[config.mk]
export PLATFORM = sky130hd
export DESIGN_NAME = wb_slave_regfile
export DESIGN_NICKNAME = d
export VERILOG_FILES = /design/src/rtl/wb_pkg.sv /design/src/rtl/wb_reg_cell.sv /design/src/rtl/wb_slave_regfile.sv
export SDC_FILE = /design/constraint.sdc
export NUM_CORES = 1
export LEC_CHECK = 0
export CAP_MARGIN = 20
export CORE_AREA = 2 2 337 339
export CTS_BUF_LIST = sky130_fd_sc_hd__clkbuf_2
export DETAILED_ROUTE_END_ITERATION = 7
export DIE_AREA = 0 0 339 341
export SLEW_MARGIN = 20
export SYNTH_ARGS = -nofsm -noshare
export SYNTH_HDL_FRONTEND = slang
export SYNTH_HIERARCHICAL = 1
export SYNTH_SLANG_ARGS = --single-unit
[constraint.sdc]
create_clock -name clk_i -period 4.4 [get_ports clk_i]
set_input_delay 0.88 -clock clk_i [delete_from_list [all_inputs] [get_ports clk_i]]
set_output_delay 0.88 -clock clk_i [all_outputs]
set_load 0.01 [all_outputs]
[src/rtl/wb_pkg.sv]
// Shared types and helpers for the Wishbone register-file slave: FSM states,
// select-lane width derivation and lane-to-bit mask expansion.
package wb_pkg;

    typedef enum logic [1:0] {
        ST_IDLE,
        ST_WAIT,
        ST_RESP
    } wb_state_e;

    localparam int WAIT_CNT_W = 4;
    localparam int MAX_DATA_W = 256;
    localparam int MAX_SEL_W  = 256;

    function automatic int sel_width(input int data_w, input int granule);
        return data_w / granule;
    endfunction

    // Expands one select bit per lane into a per-bit write mask.
    function automatic logic [MAX_DATA_W-1:0] lane_mask(input logic [MAX_SEL_W-1:0] sel,
                                                        input int granule);
        logic [MAX_DATA_W-1:0] mask;
        mask = '0;
        for (int b = 0; b < MAX_DATA_W; b++) begin
            if (sel[b / granule]) begin
                mask[b] = 1'b1;
            end
        end
        return mask;
    endfunction

endpackage

[src/rtl/wb_reg_cell.sv]
// One register of the file: lane-masked bus write, write-1-to-clear with
// hardware sticky set, or a read-only window onto a live status word.
module wb_reg_cell
#(
    parameter int                    DATA_WIDTH  = 32,
    parameter bit                    IS_RO       = 1'b0,
    parameter bit                    IS_W1C      = 1'b0,
    parameter logic [DATA_WIDTH-1:0] RESET_VALUE = '0
) (
    input  logic                  clk_i,
    input  logic                  rst_i,
    input  logic                  wr_en_i,
    input  logic [DATA_WIDTH-1:0] wr_data_i,
    input  logic [DATA_WIDTH-1:0] wr_mask_i,
    input  logic [DATA_WIDTH-1:0] set_i,
    input  logic [DATA_WIDTH-1:0] status_i,
    output logic [DATA_WIDTH-1:0] value_o
);

    // Not every flavour of cell consumes every input.
    logic unused_inputs;
    assign unused_inputs = ^{clk_i, rst_i, wr_en_i, wr_data_i, wr_mask_i, set_i, status_i};

    if (IS_RO) begin : g_ro
        assign value_o = status_i;
    end else begin : g_store
        logic [DATA_WIDTH-1:0] val_q;
        logic [DATA_WIDTH-1:0] val_d;

        always_comb begin
            val_d = val_q;
            if (IS_W1C) begin
                if (wr_en_i) begin
                    val_d = val_q & ~(wr_data_i & wr_mask_i);
                end
                // Applied after the clear so a simultaneous set wins.
                val_d = val_d | set_i;
            end else if (wr_en_i) begin
                val_d = (val_q & ~wr_mask_i) | (wr_data_i & wr_mask_i);
            end
        end

        always_ff @(posedge clk_i) begin
            if (rst_i) begin
                val_q <= RESET_VALUE;
            end else begin
                val_q <= val_d;
            end
        end

        assign value_o = val_q;
    end

endmodule

[src/rtl/wb_slave_regfile.sv]
// Wishbone classic slave exposing NUM_REGS registers: address decode with
// error response, programmable wait states, and registered ack/err/data.
module wb_slave_regfile
    import wb_pkg::*;
#(
    parameter int                    ADDR_WIDTH  = 16,
    parameter int                    DATA_WIDTH  = 32,
    parameter int                    GRANULE     = 8,
    parameter int                    NUM_REGS    = 8,
    parameter int unsigned           BASE_ADDR   = 0,
    parameter int                    WAIT_STATES = 0,
    parameter logic [NUM_REGS-1:0]   RO_MASK     = '0,
    parameter logic [NUM_REGS-1:0]   W1C_MASK    = '0,
    parameter logic [DATA_WIDTH-1:0] RESET_VALUE = '0,
    localparam int                   SEL_WIDTH   = sel_width(DATA_WIDTH, GRANULE)
) (
    input  logic                           clk_i,
    input  logic                           rst_i,
    input  logic [ADDR_WIDTH-1:0]          adr_i,
    input  logic [DATA_WIDTH-1:0]          dat_i,
    output logic [DATA_WIDTH-1:0]          dat_o,
    input  logic [SEL_WIDTH-1:0]           sel_i,
    input  logic                           we_i,
    input  logic                           cyc_i,
    input  logic                           stb_i,
    output logic                           ack_o,
    output logic                           err_o,
    output logic [NUM_REGS*DATA_WIDTH-1:0] regs_o,
    input  logic [NUM_REGS*DATA_WIDTH-1:0] status_i,
    input  logic [NUM_REGS*DATA_WIDTH-1:0] set_i,
    output logic [NUM_REGS-1:0]            wr_pulse_o
);

    localparam int                    IDX_W = (NUM_REGS > 1) ? $clog2(NUM_REGS) : 1;
    localparam logic [ADDR_WIDTH-1:0] BASE  = ADDR_WIDTH'(BASE_ADDR);
    localparam logic [ADDR_WIDTH-1:0] NREGS = ADDR_WIDTH'(NUM_REGS);

    wb_state_e               state_q, state_d;
    logic [WAIT_CNT_W-1:0]   cnt_q, cnt_d;
    logic                    latch, commit;

    logic                    hit_q, we_q;
    logic [IDX_W-1:0]        idx_q;
    logic [SEL_WIDTH-1:0]    sel_q;
    logic [DATA_WIDTH-1:0]   wdat_q;

    logic                    ack_q, err_q;
    logic [DATA_WIDTH-1:0]   rdat_q;
    logic [NUM_REGS-1:0]     wr_pulse_q;

    // Extra top bit catches addresses below the base.
    logic [ADDR_WIDTH:0]     offset;
    logic                    dec_hit;
    logic [IDX_W-1:0]        dec_idx;

    assign offset  = {1'b0, adr_i} - {1'b0, BASE};
    assign dec_hit = !offset[ADDR_WIDTH] && (offset[ADDR_WIDTH-1:0] < NREGS);
    assign dec_idx = offset[IDX_W-1:0];

    // Zero-wait accesses commit straight from IDLE, so use the live bus there.
    logic                    acc_hit, acc_we;
    logic [IDX_W-1:0]        acc_idx;
    logic [SEL_WIDTH-1:0]    acc_sel;
    logic [DATA_WIDTH-1:0]   acc_dat;

    always_comb begin
        if (state_q == ST_IDLE) begin
            acc_hit = dec_hit;
            acc_we  = we_i;
            acc_idx = dec_idx;
            acc_sel = sel_i;
            acc_dat = dat_i;
        end else begin
            acc_hit = hit_q;
            acc_we  = we_q;
            acc_idx = idx_q;
            acc_sel = sel_q;
            acc_dat = wdat_q;
        end
    end

    logic [DATA_WIDTH-1:0] wr_mask;
    assign wr_mask = DATA_WIDTH'(lane_mask(MAX_SEL_W'(acc_sel), GRANULE));

    always_comb begin
        state_d = state_q;
        cnt_d   = cnt_q;
        latch   = 1'b0;
        commit  = 1'b0;
        case (state_q)
            ST_IDLE: begin
                if (cyc_i && stb_i) begin
                    latch = 1'b1;
                    if (WAIT_STATES > 0) begin
                        state_d = ST_WAIT;
                        cnt_d   = WAIT_CNT_W'(WAIT_STATES - 1);
                    end else begin
                        state_d = ST_RESP;
                        commit  = 1'b1;
                    end
                end
            end
            ST_WAIT: begin
                if (!(cyc_i && stb_i)) begin
                    state_d = ST_IDLE;
                end else if (cnt_q == '0) begin
                    state_d = ST_RESP;
                    commit  = 1'b1;
                end else begin
                    cnt_d = cnt_q - 1'b1;
                end
            end
            ST_RESP: begin
                state_d = ST_IDLE;
            end
            default: begin
                state_d = ST_IDLE;
            end
        endcase
    end

    logic [DATA_WIDTH-1:0] cell_val [NUM_REGS];
    logic [NUM_REGS-1:0]   wr_hit;
    logic [NUM_REGS-1:0]   wr_pulse_d;

    for (genvar n = 0; n < NUM_REGS; n++) begin : g_reg
        assign wr_hit[n]     = commit && acc_hit && acc_we && (acc_idx == IDX_W'(n));
        assign wr_pulse_d[n] = wr_hit[n] && !RO_MASK[n];

        wb_reg_cell #(
            .DATA_WIDTH (DATA_WIDTH),
            .IS_RO      (RO_MASK[n]),
            .IS_W1C     (W1C_MASK[n] && !RO_MASK[n]),
            .RESET_VALUE(RESET_VALUE)
        ) u_cell (
            .clk_i    (clk_i),
            .rst_i    (rst_i),
            .wr_en_i  (wr_hit[n]),
            .wr_data_i(acc_dat),
            .wr_mask_i(wr_mask),
            .set_i    (set_i[n*DATA_WIDTH +: DATA_WIDTH]),
            .status_i (status_i[n*DATA_WIDTH +: DATA_WIDTH]),
            .value_o  (cell_val[n])
        );

        assign regs_o[n*DATA_WIDTH +: DATA_WIDTH] = cell_val[n];
    end

    logic [DATA_WIDTH-1:0] rd_val;
    assign rd_val = cell_val[acc_idx];

    always_ff @(posedge clk_i) begin
        if (rst_i) begin
            state_q    <= ST_IDLE;
            cnt_q      <= '0;
            ack_q      <= 1'b0;
            err_q      <= 1'b0;
            rdat_q     <= '0;
            wr_pulse_q <= '0;
        end else begin
            state_q    <= state_d;
            cnt_q      <= cnt_d;
            ack_q      <= commit && acc_hit;
            err_q      <= commit && !acc_hit;
            rdat_q     <= (commit && acc_hit && !acc_we) ? rd_val : '0;
            wr_pulse_q <= wr_pulse_d;
        end
    end

    always_ff @(posedge clk_i) begin
        if (latch) begin
            hit_q  <= dec_hit;
            we_q   <= we_i;
            idx_q  <= dec_idx;
            sel_q  <= sel_i;
            wdat_q <= dat_i;
        end
    end

    assign ack_o      = ack_q;
    assign err_o      = err_q;
    assign dat_o      = rdat_q;
    assign wr_pulse_o = wr_pulse_q;

endmodule

==> flow_metrics.env, run 1 <==
export IMPL_cts_sinks=338
export IMPL_yosysMostFrequentCell="dfxtp_1"
export IMPL_drive_gt1_share_pct=30.4
export IMPL_cp_end_kind="primary output"
export IMPL_critPathSlowestCell="clkdlybuf4s50_1"
export IMPL_antenna_found_initial=4
export IMPL_status="completed"
export IMPL_final_core_util_pct=20.1
export IMPL_worstHoldPathType="in -> reg"
export IMPL_hp_start="dat_i[2]"
export IMPL_numCtsBuffers=100
export IMPL_fmax_ghz=0.317
export IMPL_place_gp_congestion=0.732
export IMPL_drv_slew=0
export IMPL_grt_util_met1_pct=14.0
export IMPL_area_growth_pct=37.9
export IMPL_port_buffers=354
export IMPL_r2r_slack_ns=1.39
export IMPL_drt_total_wl_um=67300
export IMPL_insertion_delay_ns=1.22
export IMPL_dp_cells=3165
export IMPL_period_share_pct=71.8
export IMPL_fillers=12200
export IMPL_remaining_drc_errors=0
export IMPL_reg2regPathDepth=6
export IMPL_synth_top_area_share_pct=36.7
export IMPL_syn_cell_area_um2=16300
export IMPL_die_area_um2=116000
export IMPL_die_height_um=341
export IMPL_crit_family="buffers and inverters"
export IMPL_syn_nets=1954
export IMPL_wl_per_cell_um=20.1
export IMPL_gr_usage_met3_pct=4.68
export IMPL_clk_path_buf_depth=3
export IMPL_yosysUniqueCellTypes=27
export IMPL_yosys_area_top_type="dfxtp_1"
export IMPL_synth_area_leaders="dfxtp_1 (37%), a21bo_1 (14%), a21oi_2 (12%), mux4_2 (8.8%), nand3_1 (7.9%)"
export IMPL_whs_path_depth=1
export IMPL_worstPathArrival_ns=2.28
export IMPL_grt_busiest_layer="met2"
export IMPL_use_met2_pct=17.8
export IMPL_critPathMaxFanout=3
export IMPL_worst_pin_slew_ns=1.16
export IMPL_hold_slack_ns=0.278
export IMPL_root_buffer="clkbuf_2"
export IMPL_drv_cap=0
export IMPL_relSlewSlack_pct=22.9
export IMPL_cp_required_ns=3.52
export IMPL_antenna_left=0
export IMPL_max_stage_delay_ns=0.68
export IMPL_nets=2345
export IMPL_leakagePower_nw=7.04
export IMPL_grt_pass1_vias=13300
export IMPL_synth_edf_count=39
export IMPL_core_area_um2=112000
export IMPL_path_class="reg -> out"
export IMPL_synth_seq_cells=338
export IMPL_tritoncts="yes"
export IMPL_ios=867
export IMPL_vias=13200
export IMPL_synth_common_cells="dfxtp_1 (299), nand3_1 (257), a21bo_1 (224), a21oi_2 (224), mux4_2 (64)"
export IMPL_synth_async_reset_ratio_pct=0
export IMPL_setup_viol=0
export IMPL_yosysWarnings=6
export IMPL_tns_ns=0
export IMPL_instances_no_fill=3355
export IMPL_peakVddDrop_mv=0.130
export IMPL_grt_pass1_wl_um=95900
export IMPL_die_width_um=339
export IMPL_syn_area_per_cell_um2=11.8
export IMPL_yosysSeqAreaShare_pct=43.9
export IMPL_hold_end="wdat_q[2]"
export IMPL_hold_violations=0
export IMPL_ys_flop_type="dfxtp_1"
export IMPL_period_minus_slack_ns=3.16
export IMPL_row_count=123
export IMPL_start_kind="register"
export IMPL_drtIter0Drc=700
export IMPL_place_hpwl_um=43700
export IMPL_initial_utilization_pct=14.6
export IMPL_first_pass_iters=5
export IMPL_syn_inst=1385
export IMPL_grt_total_usage_pct=11.4
export IMPL_pwr_density_cell_nw_per_um2=278
export IMPL_grt_remaining_overflow=0
export IMPL_cts_resized=0
export IMPL_worstPathCellList="clkdlybuf4s50_1"
export IMPL_grt_max_degree=129
export IMPL_r2r_start="state_q[1]"
export IMPL_rsz0062_at_grt="false"
export IMPL_path_clk_slew_ns=0.09
export IMPL_fin_total_pwr_mw=6.25
export IMPL_crit_buf_inv=1
export IMPL_skew_ns=0.143
export IMPL_via_per_inst=3.94
export IMPL_htree_levels=3
metrics by stage:
stage / setup WS [ns] / instance area (um2)
floorplan: 0.315 / 16300
global placement: 0.764 / 21400
detailed placement: 0.734 / 21400
CTS: 0.877 / 22500
global route: 0.894 / 22500
finish: 1.24 / 22500
cells in the final DEF, fill, tap and decap left out:
master	netlist	final
buf_12	0	12
mux2_8	0	1
mux2_2	37	33
and4_1	1	1
nor4b_1	1	1
buf_8	0	1
dfxtp_1	299	298
nor3_1	11	9
mux2i_4	0	1
nor4_1	3	3
bufinv_16	0	4
clkdlybuf4s50_1	0	353
diode_2	0	5
mux2_4	1	4
nand4_1	1	1
nand2_1	5	5
nor2_4	0	9
buf_4	24	20
and4bb_1	1	1
clkbuf_2	0	149
a21oi_1	32	32
a21bo_2	32	32
clkinv_1	0	18
a22o_1	32	32
nand3b_1	1	1
clkinv_2	0	5
dlygate4sd3_1	0	9
nand4b_1	1	1
nor2_1	10	1
dfxtp_4	0	1
a21bo_1	224	224
edfxtp_1	39	39
mux2i_1	2	2
nand3_1	257	257
mux4_2	64	64
a21oi_2	224	224
nor3_2	0	2
power breakdown:
part	internal (mW)	total, mW	switching (mW)
registers	3.13	3.14	0.0102
logic	0.135	0.463	0.329
clock network	1.13	2.64	1.51
cell families after synthesis:
| family | after synthesis | synth area share (%) |
|---|---|---|
| and+or+nand+nor | 292 | 9.01 |
| DFF | 338 | 43.9 |
| muxes | 105 | 11.7 |
| buffers and inverters | 106 | 4.99 |
| AOI/OAI and AO/OA | 544 | 30.4 |
per-layer routing:
layer	wire [um]	share of wire, %
met2	30300	45
met5	12	0.018
met1	29400	44
met3	6090	9.0
met4	1510	2.2
how the worst max path moves through the flow:
stage               startpoint          end  slack (ns)  cells past startpoint
finish                register   regs_o[41]        1.24                      1
global route          register   regs_o[63]        0.89                      1
CTS                   register  regs_o[155]        0.88                      1
detailed placement    adr_i[7]     register        0.73                      9
global placement      adr_i[7]     register        0.76                      9
floorplan                cyc_i     register        0.31                      8
final cells by class:
cell class	count	area (um2)	area share [%]
antenna	5	12.5	0.0556
multi-input combinational	941	8450	37.6
tap	1500	1880	8.34
timing repair buffer	395	4030	17.9
sequential	338	7160	31.8
clock inverter	27	213	0.946
clock buffer	149	746	3.32
timing repair:
item,in CTS,in global routing
hold endpoints to repair,54,0
buffers inserted,0,0
hold buffers,9,0
Note: power is estimated with default switching activity, not from simulation.
==> inputs of run 2 (changes only) <==
==> constraint.sdc (replaced) <==
create_clock -name clk_i -period 3.01 [get_ports clk_i]
set_input_delay 0.602 -clock clk_i [delete_from_list [all_inputs] [get_ports clk_i]]
set_output_delay 0.602 -clock clk_i [all_outputs]
set_load 0.01 [all_outputs]
==> flow_metrics.env, run 2 (synthesized netlist as in run 1, its figures left out) <==
export IMPL_cts_setup_buffers=0
export IMPL_drv_slew=0
export IMPL_clk_path_buf_depth=3
export IMPL_cp_end_kind="primary output"
export IMPL_rsz0062_at_grt="false"
export IMPL_leakagePower_nw=7.89
export IMPL_ios=867
export IMPL_die_width_um=339
export IMPL_numCtsBuffers=98
export IMPL_start_kind="register"
export IMPL_crit_family="buffers and inverters"
export IMPL_die_height_um=341
export IMPL_setup_viol=0
export IMPL_grt_remaining_overflow=0
export IMPL_drtIter0Drc=656
export IMPL_grt_pass1_vias=13500
export IMPL_port_buffers=354
export IMPL_cp_required_ns=2.41
export IMPL_insertion_delay_ns=1.21
export IMPL_worstPathArrival_ns=2.13
export IMPL_grt_max_degree=131
export IMPL_hold_violations=0
export IMPL_place_hpwl_um=46200
export IMPL_critPathMaxFanout=3
export IMPL_final_core_util_pct=20.9
export IMPL_most_common_layout_cells="dfxtp_1 (291), clkdlybuf4s50_1 (273), nand3_1 (257)"
export IMPL_relSlewSlack_pct=24.5
export IMPL_nets=2421
export IMPL_via_per_inst=3.91
export IMPL_final_common_cell="dfxtp_1"
export IMPL_row_count=123
export IMPL_pwr_density_cell_nw_per_um2=392
export IMPL_peakVddDrop_mv=0.215
export IMPL_place_gp_congestion=0.736
export IMPL_grt_pass1_wl_um=95900
export IMPL_drv_cap=0
export IMPL_tns_ns=0
export IMPL_initial_utilization_pct=14.6
export IMPL_area_growth_pct=43.5
export IMPL_fin_total_pwr_mw=9.17
export IMPL_status="completed"
export IMPL_r2r_slack_ns=0.68
export IMPL_critPathSlowestCell="clkdlybuf4s50_1"
export IMPL_cts_sinks=338
export IMPL_antenna_left=0
export IMPL_skew_ns=0.151
export IMPL_grt_total_usage_pct=11.3
export IMPL_vias=13500
export IMPL_htree_levels=3
export IMPL_worstHoldPathType="in -> reg"
export IMPL_worstPathCellList="clkdlybuf4s50_1"
export IMPL_die_area_um2=116000
export IMPL_max_stage_delay_ns=0.62
export IMPL_fmax_ghz=0.366
export IMPL_finalInstanceArea_um2=23400
export IMPL_period_share_pct=90.8
export IMPL_remaining_drc_errors=0
export IMPL_core_area_um2=112000
export IMPL_path_class="reg -> out"
export IMPL_crit_buf_inv=1
export IMPL_path_clk_slew_ns=0.11
export IMPL_wl_per_cell_um=19.5
export IMPL_period_minus_slack_ns=2.73
export IMPL_dpl_cell_area_um2=22100
export IMPL_root_buffer="clkbuf_2"
export IMPL_tritoncts="yes"
export IMPL_drt_total_wl_um=66900
export IMPL_antenna_found_initial=4
export IMPL_fillers=12200
export IMPL_first_pass_iters=4
export IMPL_worst_pin_slew_ns=1.13
export IMPL_drive_gt1_share_pct=31.9
## run 2: cell type report
| class | instances | area [um2] | share of cell area, % |
|---|---|---|---|
| Antenna cell | 6 | 15.0 | 0.0641 |
| Clock buffer | 148 | 741 | 3.16 |
| Clock inverter | 34 | 236 | 1.01 |
| Multi-Input combinational cell | 941 | 8450 | 36.1 |
| Sequential cell | 338 | 7170 | 30.6 |
| Tap cell | 1500 | 1880 | 8.02 |
| Timing Repair Buffer | 473 | 4910 | 21.0 |
## run 2: path summary, 6_finish.rpt
check	cells past startpoint	endpoint	startpoint
worst max-delay path	1	regs_o[104]	register
worst min-delay path	3	register	rst_i
worst max register to register	5	register	state_q[1]
worst min register to register	2	register	register
## run 2: through the flow
stage / hold slack [ns] / instances / setup slack (ns)
CTS: 0.0893 / 3434 / 0.000162
detailed placement: 0.582 / 3208 / -0.0874
global placement: 0.576 / 3208 / -0.0499
floorplan: 0.602 / 1385 / 0.419
global route: 0.144 / 3440 / 0.00939
finish: 0.360 / 3440 / 0.278
## run 2: what timing repair did
item | in CTS | in global routing
endpoints found under the hold margin | 128 | 0
setup endpoints to repair | 86 | 0
resized for setup | 87 | 0
hold buffers | 44 | 0
## run 2: where the power goes
part           internal [mW]  leakage (nW)  switching [mW]  total, mW
Sequential              4.58          2.78         0.00855       4.59
Clock                   1.60         0.730            2.23       3.83
Combinational          0.252          4.38           0.500      0.752
Total                   6.43          7.89            2.74       9.17
## run 2: per-layer routing
metal	wire length [um]	global-route usage (%)
met5	23	0
met4	1550	3.50
met3	5660	4.20
met2	30200	17.7
met1	29500	14.3
